`src/rtl/uart_rx.sv`:
```
// UART receiver: 2-flop synchronised, mid-bit sampled; valid pulses t0+HALF+K*DIV+1 (t0 = START entry, 3 cycles after the pin edge).
// No backpressure: each completed frame produces one valid pulse, and the data output holds until the next pulse.
module uart_rx #(
  parameter int P_SYSTEM_CLK      = 50_000_000,
  parameter int P_UART_BUADRATE   = 9600,
  parameter int P_UART_DATA_WIDTH = 8,
  parameter int P_UART_STOP_WIDTH = 1,
  parameter int P_UART_CHECK      = 0
) (
  input  logic                         i_clk,
  input  logic                         i_rst,
  input  logic                         i_uart_rx,
  output logic [P_UART_DATA_WIDTH-1:0] o_user_rx_data,
  output logic                         o_user_rx_valid,
  output logic                         o_user_rx_err,
  output logic                         o_user_rx_busy
);

  localparam int W    = P_UART_DATA_WIDTH;
  localparam int DIV  = P_SYSTEM_CLK / P_UART_BUADRATE;
  localparam int HALF = DIV / 2;
  localparam int CW   = (DIV > 2) ? $clog2(DIV) : 1;
  localparam logic [CW-1:0] DIV_M1  = CW'(DIV - 1);
  localparam logic [CW-1:0] HALF_M1 = CW'(HALF - 1);
  localparam logic [3:0]    DATA_LAST = 4'(W - 1);
  localparam logic [3:0]    STOP_LAST = 4'(P_UART_STOP_WIDTH - 1);

  localparam logic [2:0] S_IDLE   = 3'd0;
  localparam logic [2:0] S_START  = 3'd1;
  localparam logic [2:0] S_DATA   = 3'd2;
  localparam logic [2:0] S_PARITY = 3'd3;
  localparam logic [2:0] S_STOP   = 3'd4;

  logic [2:0]    state;
  logic          rx_s1, rx_s2, rx_d;
  logic [CW-1:0] cnt;
  logic [CW-1:0] term;
  logic          stb;
  logic          tick;
  logic          start_det;
  logic [3:0]    bit_cnt;
  logic [W-1:0]  shreg;
  logic          par_err;
  logic          frm_err;

  always_ff @(posedge i_clk or negedge i_rst) begin
    if (!i_rst) begin
      rx_s1 <= 1'b1;
      rx_s2 <= 1'b1;
      rx_d  <= 1'b1;
    end else begin
      rx_s1 <= i_uart_rx;
      rx_s2 <= rx_s1;
      rx_d  <= rx_s2;
    end
  end

  always_comb begin
    start_det = (state == S_IDLE) && rx_d && !rx_s2;
    term      = (state == S_START) ? HALF_M1 : DIV_M1;
    tick      = (state != S_IDLE) && (cnt == term) && !stb;
  end

  // stb is the registered terminal count, so each sample lands one cycle after the counter wraps
  always_ff @(posedge i_clk or negedge i_rst) begin
    if (!i_rst) begin
      cnt <= '0;
      stb <= 1'b0;
    end else if (state == S_IDLE) begin
      cnt <= '0;
      stb <= 1'b0;
    end else if (tick) begin
      cnt <= '0;
      stb <= 1'b1;
    end else begin
      cnt <= (cnt == DIV_M1) ? '0 : cnt + 1'b1;
      stb <= 1'b0;
    end
  end

  always_ff @(posedge i_clk or negedge i_rst) begin
    if (!i_rst) begin
      state           <= S_IDLE;
      bit_cnt         <= '0;
      shreg           <= '0;
      par_err         <= 1'b0;
      frm_err         <= 1'b0;
      o_user_rx_data  <= '0;
      o_user_rx_valid <= 1'b0;
      o_user_rx_err   <= 1'b0;
    end else begin
      o_user_rx_valid <= 1'b0;
      case (state)
        S_IDLE: begin
          bit_cnt <= '0;
          par_err <= 1'b0;
          frm_err <= 1'b0;
          if (start_det) state <= S_START;
        end
        S_START: begin
          if (stb) state <= rx_s2 ? S_IDLE : S_DATA;
        end
        S_DATA: begin
          if (stb) begin
            shreg <= {rx_s2, shreg[W-1:1]};
            if (bit_cnt == DATA_LAST) begin
              bit_cnt <= '0;
              state   <= (P_UART_CHECK != 0) ? S_PARITY : S_STOP;
            end else begin
              bit_cnt <= bit_cnt + 1'b1;
            end
          end
        end
        S_PARITY: begin
          if (stb) begin
            par_err <= (P_UART_CHECK == 1) ? ~(^shreg ^ rx_s2) : (^shreg ^ rx_s2);
            state   <= S_STOP;
          end
        end
        S_STOP: begin
          if (stb) begin
            if (!rx_s2) frm_err <= 1'b1;
            if (bit_cnt == STOP_LAST) begin
              state           <= S_IDLE;
              o_user_rx_valid <= 1'b1;
              o_user_rx_data  <= shreg;
              o_user_rx_err   <= par_err | frm_err | ~rx_s2;
            end else begin
              bit_cnt <= bit_cnt + 1'b1;
            end
          end
        end
        default: state <= S_IDLE;
      endcase
    end
  end

  always_comb o_user_rx_busy = (state != S_IDLE);

endmodule

```
`config.mk`:
```
export PLATFORM = sky130hd
export DESIGN_NAME = uart_rx
export DESIGN_NICKNAME = d
export VERILOG_FILES = /design/src/rtl/uart_rx.sv
export SDC_FILE = /design/constraint.sdc
export NUM_CORES = 1
export LEC_CHECK = 0
export CORE_MARGIN = 2
export CORE_UTILIZATION = 50
export CTS_BUF_LIST = sky130_fd_sc_hd__clkbuf_8 sky130_fd_sc_hd__clkbuf_16
export DETAILED_ROUTE_END_ITERATION = 10
export DONT_BUFFER_PORTS = 1
export PLACE_DENSITY = 0.68
export RECOVER_POWER = 25
export SYNTH_ARGS = -nofsm -noshare
export SYNTH_HDL_FRONTEND = slang
export SYNTH_SLANG_ARGS = --single-unit
```
`constraint.sdc`:
```
create_clock -name i_clk -period 1.9 [get_ports i_clk]
set_input_delay 0.285 -clock i_clk [delete_from_list [all_inputs] [get_ports i_clk]]
set_output_delay 0.285 -clock i_clk [all_outputs]
set_load 0.05 [all_outputs]
```
==> results.yml, run 1 <==
logic_synthesis:
  synth_commonest_cells: "dfrtp_1, mux2_2, nor2_1"
  async_flop_share_pct: 100
  netlist_instances: 188
  synth-edff-count: 0
  synth_cell_types: 46
  ys_warn_count: 0
  synth_area_leaders: "dfrtp_1, mux2_2, xor2_1"
  seq_area_frac_synth_pct: 50.7
  synth.most_common_cell: "dfrtp_1"
  syn_area_per_cell_um2: 11.6
  ys.flop_type: "dfrtp_1"
  synth_top_area_share_pct: 47.0
  netlist_area_um2: 2180
  ys_seq_elements: 44
  synth_top_area_cell: "dfrtp_1"
  syn_nets: 194
sta:
  period_share_pct: 94.7
  finalSetupViolations: 0
  rsz0062_at_grt: "no"
  fin_tns_setup_ps: 0
  setup_ws_ps: 101
  fmax_mhz: 556
  maxSlewViolCount: 0
  worstMarginPinSlew_ps: 1040
  hold_viol: 0
  slew-limit-headroom_pct: 30.8
  fin_worst_skew_ps: 4.76
  period_needed_ps: 1800
hold_path:
  hold_path.class: "reg -> reg"
  min_path_cells: 0
  worstHoldEndpoint: "rx_s2$_DFF_PN1_"
  hp-start: "rx_s1$_DFF_PN1_"
floorplan:
  start_util_pct: 51.1
  ioPinCount: 14
  coreArea_um2: 4260
  die-area_um2: 4910
  die_w_um: 70.0
  num_rows: 24
  fp.dieH_um: 70.0
route:
  wl_mm: 3.81
  wl_per_cell_um: 15.1
  ant_nets: 0
  num_vias: 1412
  post-route-drc-count: 0
  drtPass1Iterations: 4
  via_per_inst: 5.60
  drt-initial-drc-count: 69
cts:
  clock_sinks: 44
  htreeDepth: 2
  tritoncts: "done"
  cts.path.max_buffers: 2
  numCtsBuffers: 5
  clk_pin_slew_ps: 80
  clk_latency_ps: 290
  cts_root_buffer: "clkbuf_8"
global_routing:
  grt_max_degree: 45
  grt_pass1_vias: 1499
  grt_antenna_before_repair: 0
  grt_pass1_wl_mm: 6.71
  grtUsageTotal_pct: 17.3
  overflow: 0
setup_path:
  timing.rr.start: "bit_cnt[1]$_DFFE_PN0P_"
  cp_max_fo: 4
  reg2reg_slack_ps: 100
  r2r_cells: 6
  crit_required_ps: 2080
  arrival_ps: 1980
  r2r_end: "bit_cnt[0]$_DFFE_PN0P_"
  cp-start-kind: "register"
  path_class: "reg -> reg"
  end_kind: "register"
finish:
  fin_nets: 206
  antenna_cells: 0
  drive_gt1_share_pct: 25.5
  syn_to_final_growth_pct: 10.4
placed_design:
  hpwl_mm: 2.70
  io_buffers: 0
  place_ws_ps: 6.77
  gp_congestion: 0.774
run:
  max_cap_violations: 0
run_status:
  status: "finished clean"
pwr:
  ir_worst_vdd_mv: 0.624
  powerDensity_nw_per_um2: 899
  p_leak_uw: 0.00111
-- per-stage QoR --
stage | cells | total power (uW) | hold slack (ps) | cell area [um2] | util (%)
after floorplan | 188 | 1280 | -10.6 | 2180 | -
after global placement | 241 | 1330 | -9.12 | 2240 | 52.4
after detailed placement | 241 | 1340 | -9.30 | 2240 | 52.4
after CTS | 251 | 2190 | 356 | 2420 | 56.7
after global routing | 252 | 2270 | 367 | 2410 | 56.5
final | 252 | 2170 | 360 | 2410 | 56.5
-- cell usage in the layout (no fill, tap or decap), drive strengths merged, types with 2 or more instances in the layout --
master and count:
mux2 18, o31a 2, nor3b 6, dfrtp 41
bufinv 2, or3 2, and2 2, nor2 14
nand2 7, nor3 10, a21oi 4, xor2 10
nand3 10, dfstp 3, nand4 4, ha 3
inv 7, dlygate4sd3 2, buf 11, and4 2
xnor2 6, o21ai 9, clkbuf 6, and3 2
nand2b 2
-- cells by family (layout without fill, tap and decap cells) --
family          Yosys count  after routing  share of synthesized area [%]
compound gates           21             21                           7.06
xor+xnor                 17             17                           7.46
fa+ha+maj                 4              4                           2.18
buf+inv                  16             28                           5.11
flops                    44             44                           50.7
mux                      18             18                           9.29
simple gates             68             68                           18.2
-- worst max-delay path, stage by stage (launching register included) --
cell	delay, ps
dfrtp_1	400
inv_1	60
ha_1	170
nor3b_1	160
or3_1	320
a21oi_2	220
mux2_2	350
-- worst max path at each step --
stage                      startpoint                     end  slack [ps]
2_1_floorplan  bit_cnt[0]$_DFFE_PN0P_  bit_cnt[0]$_DFFE_PN0P_         160
3_3_place_gp   bit_cnt[0]$_DFFE_PN0P_  bit_cnt[0]$_DFFE_PN0P_         110
3_5_place_dp   bit_cnt[0]$_DFFE_PN0P_  bit_cnt[0]$_DFFE_PN0P_           7
4_1_cts          state[0]$_DFFE_PN0P_          o_user_rx_busy          40
5_1_grt        bit_cnt[1]$_DFFE_PN0P_  bit_cnt[0]$_DFFE_PN0P_          20
6_report       bit_cnt[1]$_DFFE_PN0P_  bit_cnt[0]$_DFFE_PN0P_         100
-- layer usage --
layer | global-route usage (%) | vias up | share of wire [%]
li1 | - | 684 | -
met3 | 4.04 | 6 | 3.2
met2 | 29.3 | 19 | 50
met4 | 7.05 | 0 | 2.0
met1 | 21.3 | 703 | 45
met5 | 0 | - | 0
-- flip-flops by register name, summed over array words and instances, names as in the netlist --
name             count
cnt                 13
par_err              1
rx_s1                1
o_user_rx_valid      1
stb                  1
rx_s2                1
o_user_rx_data       8
frm_err              1
bit_cnt              4
shreg                8
o_user_rx_err        1
rx_d                 1
state                3
-- report_power, final --
group | switching (uW) | total, uW | internal, uW
Clock | 305 | 822 | 517
Combinational | 182 | 301 | 119
Sequential | 48.2 | 1040 | 994
-- final cells by class --
| cell class | instances | area, um2 |
|---|---|---|
| multi-input combinational | 128 | 975 |
| timing repair buffer | 14 | 108 |
| sequential | 44 | 1100 |
| fill | 358 | 1860 |
| clock buffer | 5 | 68.8 |
| tap | 52 | 65.1 |
| inverter | 7 | 26.3 |
| clock inverter | 2 | 60.1 |
-- what timing repair did --
item | CTS | global route
buffers inserted | 0 | 1
hold buffers | 3 | 0
hold endpoints to repair | 45 | 0
setup endpoints to repair | 1 | 2
resized for setup | 1 | 1
Power figures use the tool's default switching activity.
==> run 2: changes to the inputs <==
--- a/config.mk
+++ b/config.mk
@@ -11,7 +11,7 @@
 export DETAILED_ROUTE_END_ITERATION = 10
 export DONT_BUFFER_PORTS = 1
 export PLACE_DENSITY = 0.68
-export RECOVER_POWER = 25
+export RECOVER_POWER = 100
 export SYNTH_ARGS = -nofsm -noshare
 export SYNTH_HDL_FRONTEND = slang
 export SYNTH_SLANG_ARGS = --single-unit
==> run 2 against run 1 <==
Compared with the run above: sequential cell count unchanged; sequential power is essentially flat; non-clock buffer count stayed put; worst setup slack barely moved; via count up 0.14%; maximum frequency about the same; total power down 0.38%; largest cell class unchanged; critical path depth decreased by 2; register-to-register slack about the same; global-route usage unchanged; cell area shrank 1.2%.
==> results.yml, run 2 (synthesis gave the netlist of run 1 again) <==
setup_path:
  crit_cells: 4
  timing.rr.start: "bit_cnt[1]$_DFFE_PN0P_"
  cp_common_cell: "buf_4"
  critPathBufInv: 3
  r2r_cells: 6
  critPathSlowestCell: "dfrtp_1"
  r2r_end: "bit_cnt[0]$_DFFE_PN0P_"
  crit_required_ps: 1620
  reg2reg_slack_ps: 100
  end_kind: "output pin"
  crit_end: "o_user_rx_busy"
  path_class: "reg -> out"
  max_stage_delay_ps: 390
  cp_cell_sequence: "buf_4, nor3_2, inv_1, buf_4"
  cp-start-kind: "register"
  cp_top_family: "buffers and inverters"
  startpoint: "state[1]$_DFFE_PN0P_"
  arrival_ps: 1510
  cp_max_fo: 11
pwr:
  powerDensity_nw_per_um2: 907
  switching_share_pct: 24.5
  comb_power_share_pct: 13.6
  seqPwrFrac_pct: 48.3
  switchingPower_uw: 528
  clockPowerShare_pct: 38.1
  ir_worst_vdd_mv: 0.612
  p_leak_uw: 0.00110
  p_int_uw: 1630
finish:
  final_common_cell: "dfrtp_1"
  largest_reg_flops: 13
  top_regs: "cnt: 13 flops, o_user_rx_data: 8 flops, shreg: 8 flops"
  drive_gt1_share_pct: 25.0
  syn_to_final_growth_pct: 9.06
  stdcell_count: 252
  fin_nets: 206
  most-common-layout-cells: "dfrtp_1, mux2_2, nor2_1"
  antenna_cells: 0
  largest_register: "cnt"
floorplan:
  fp.dieH_um: 70.0
  coreArea_um2: 4260
  start_util_pct: 51.1
  num_rows: 24
  die_w_um: 70.0
  ioPinCount: 14
  die-area_um2: 4910
cts:
  cts.path.max_buffers: 2
  clk_pin_slew_ps: 80
  tritoncts: "done"
  clk_latency_ps: 290
  cts_root_buffer: "clkbuf_8"
  clock_sinks: 44
  htreeDepth: 2
  numCtsBuffers: 5
sta:
  setup_ws_ps: 101
  fmax_mhz: 556
  finalSetupViolations: 0
  period_needed_ps: 1800
  hold_viol: 0
  maxSlewViolCount: 0
  worstMarginPinSlew_ps: 1030
  slew-limit-headroom_pct: 31.2
  fin_worst_skew_ps: 4.87
  period_share_pct: 94.7
  fin_tns_setup_ps: 0
  rsz0062_at_grt: "no"
global_routing:
  overflow: 0
  grt_pass1_vias: 1499
  grt_pass1_wl_mm: 6.71
  grtUsageTotal_pct: 17.3
  grt_max_degree: 45
  grt_antenna_before_repair: 0
route:
  post-route-drc-count: 0
  via_per_inst: 5.61
  num_vias: 1414
  ant_nets: 0
  wl_mm: 3.81
  wl_per_cell_um: 15.1
  drt-initial-drc-count: 77
  drtPass1Iterations: 4
placed_design:
  gp_congestion: 0.774
  io_buffers: 0
  hpwl_mm: 2.70
  placed_cells: 241
  place_ws_ps: 6.77
run:
  max_cap_violations: 0
hold_path:
  hold_path.class: "reg -> reg"
run_status:
  status: "finished clean"
==> run 2: what timing repair did <==
item                       in CTS  in global routing
setup endpoints to repair       1                  2
buffers inserted                0                  1
hold buffers                    3                  0
hold endpoints to repair       45                  0
gates resized for setup         1                  1
==> run 2: per-layer routing <==
metal  global-route usage [%]  part of all wire (%)
met3                     4.04                   3.7
met5                        0                     0
met2                     29.3                    50
met1                     21.3                    44
met4                     7.05                   2.0
==> run 2: area by class of cell <==
| cell class | count | area [um2] |
|---|---|---|
| clock inverters | 2 | 60.1 |
| well taps | 52 | 65.1 |
| fillers | 364 | 1890 |
| inverters | 7 | 26.3 |
| repair buffers | 14 | 103 |
| flip-flops and latches | 44 | 1100 |
| multi-input cells | 128 | 951 |
| clock buffers | 5 | 68.8 |
==> run 2: worst min path at each step <==
| stage | startpoint | endpoint | slack, ps | cells past startpoint |
|---|---|---|---|---|
| 6_report | rx_s1$_DFF_PN1_ | rx_s2$_DFF_PN1_ | 360 | 0 |
| 2_1_floorplan | i_rst | bit_cnt[0]$_DFFE_PN0P_ | -10 | 0 |
| 3_5_place_dp | i_rst | bit_cnt[3]$_DFFE_PN0P_ | -9 | 0 |
| 3_3_place_gp | i_rst | bit_cnt[3]$_DFFE_PN0P_ | -9 | 0 |
| 5_1_grt | rx_s1$_DFF_PN1_ | rx_s2$_DFF_PN1_ | 370 | 0 |
| 4_1_cts | rx_s1$_DFF_PN1_ | rx_s2$_DFF_PN1_ | 360 | 0 |
==> run 2: per-stage QoR <==
step / hold WS [ps] / util [%] / total power (uW) / instance area (um2)
final: 360 / 55.8 / 2160 / 2380
after global routing: 367 / 55.8 / 2260 / 2380
after CTS: 356 / 56.7 / 2190 / 2420
after detailed placement: -9.30 / 52.4 / 1340 / 2240
after global placement: -9.12 / 52.4 / 1330 / 2240
after floorplan: -10.6 / - / 1280 / 2180
==> run 2: worst register-to-register path, cell delays in order, from the launching register on <==
cell and delay (ps):
dfrtp_1 400, inv_1 60, ha_1 170, nor3b_1 160, or3_1 320, a21oi_2 220
mux2_2 350
==> run 2: power by group through the flow <==
stage               clock, uW  combinational (uW)  sequential, uW
floorplan                   0                 226            1050
global placement            0                 271            1060
detailed placement          0                 277            1060
CTS                       841                 309            1040
global route              880                 335            1050
finish                    822                 293            1040
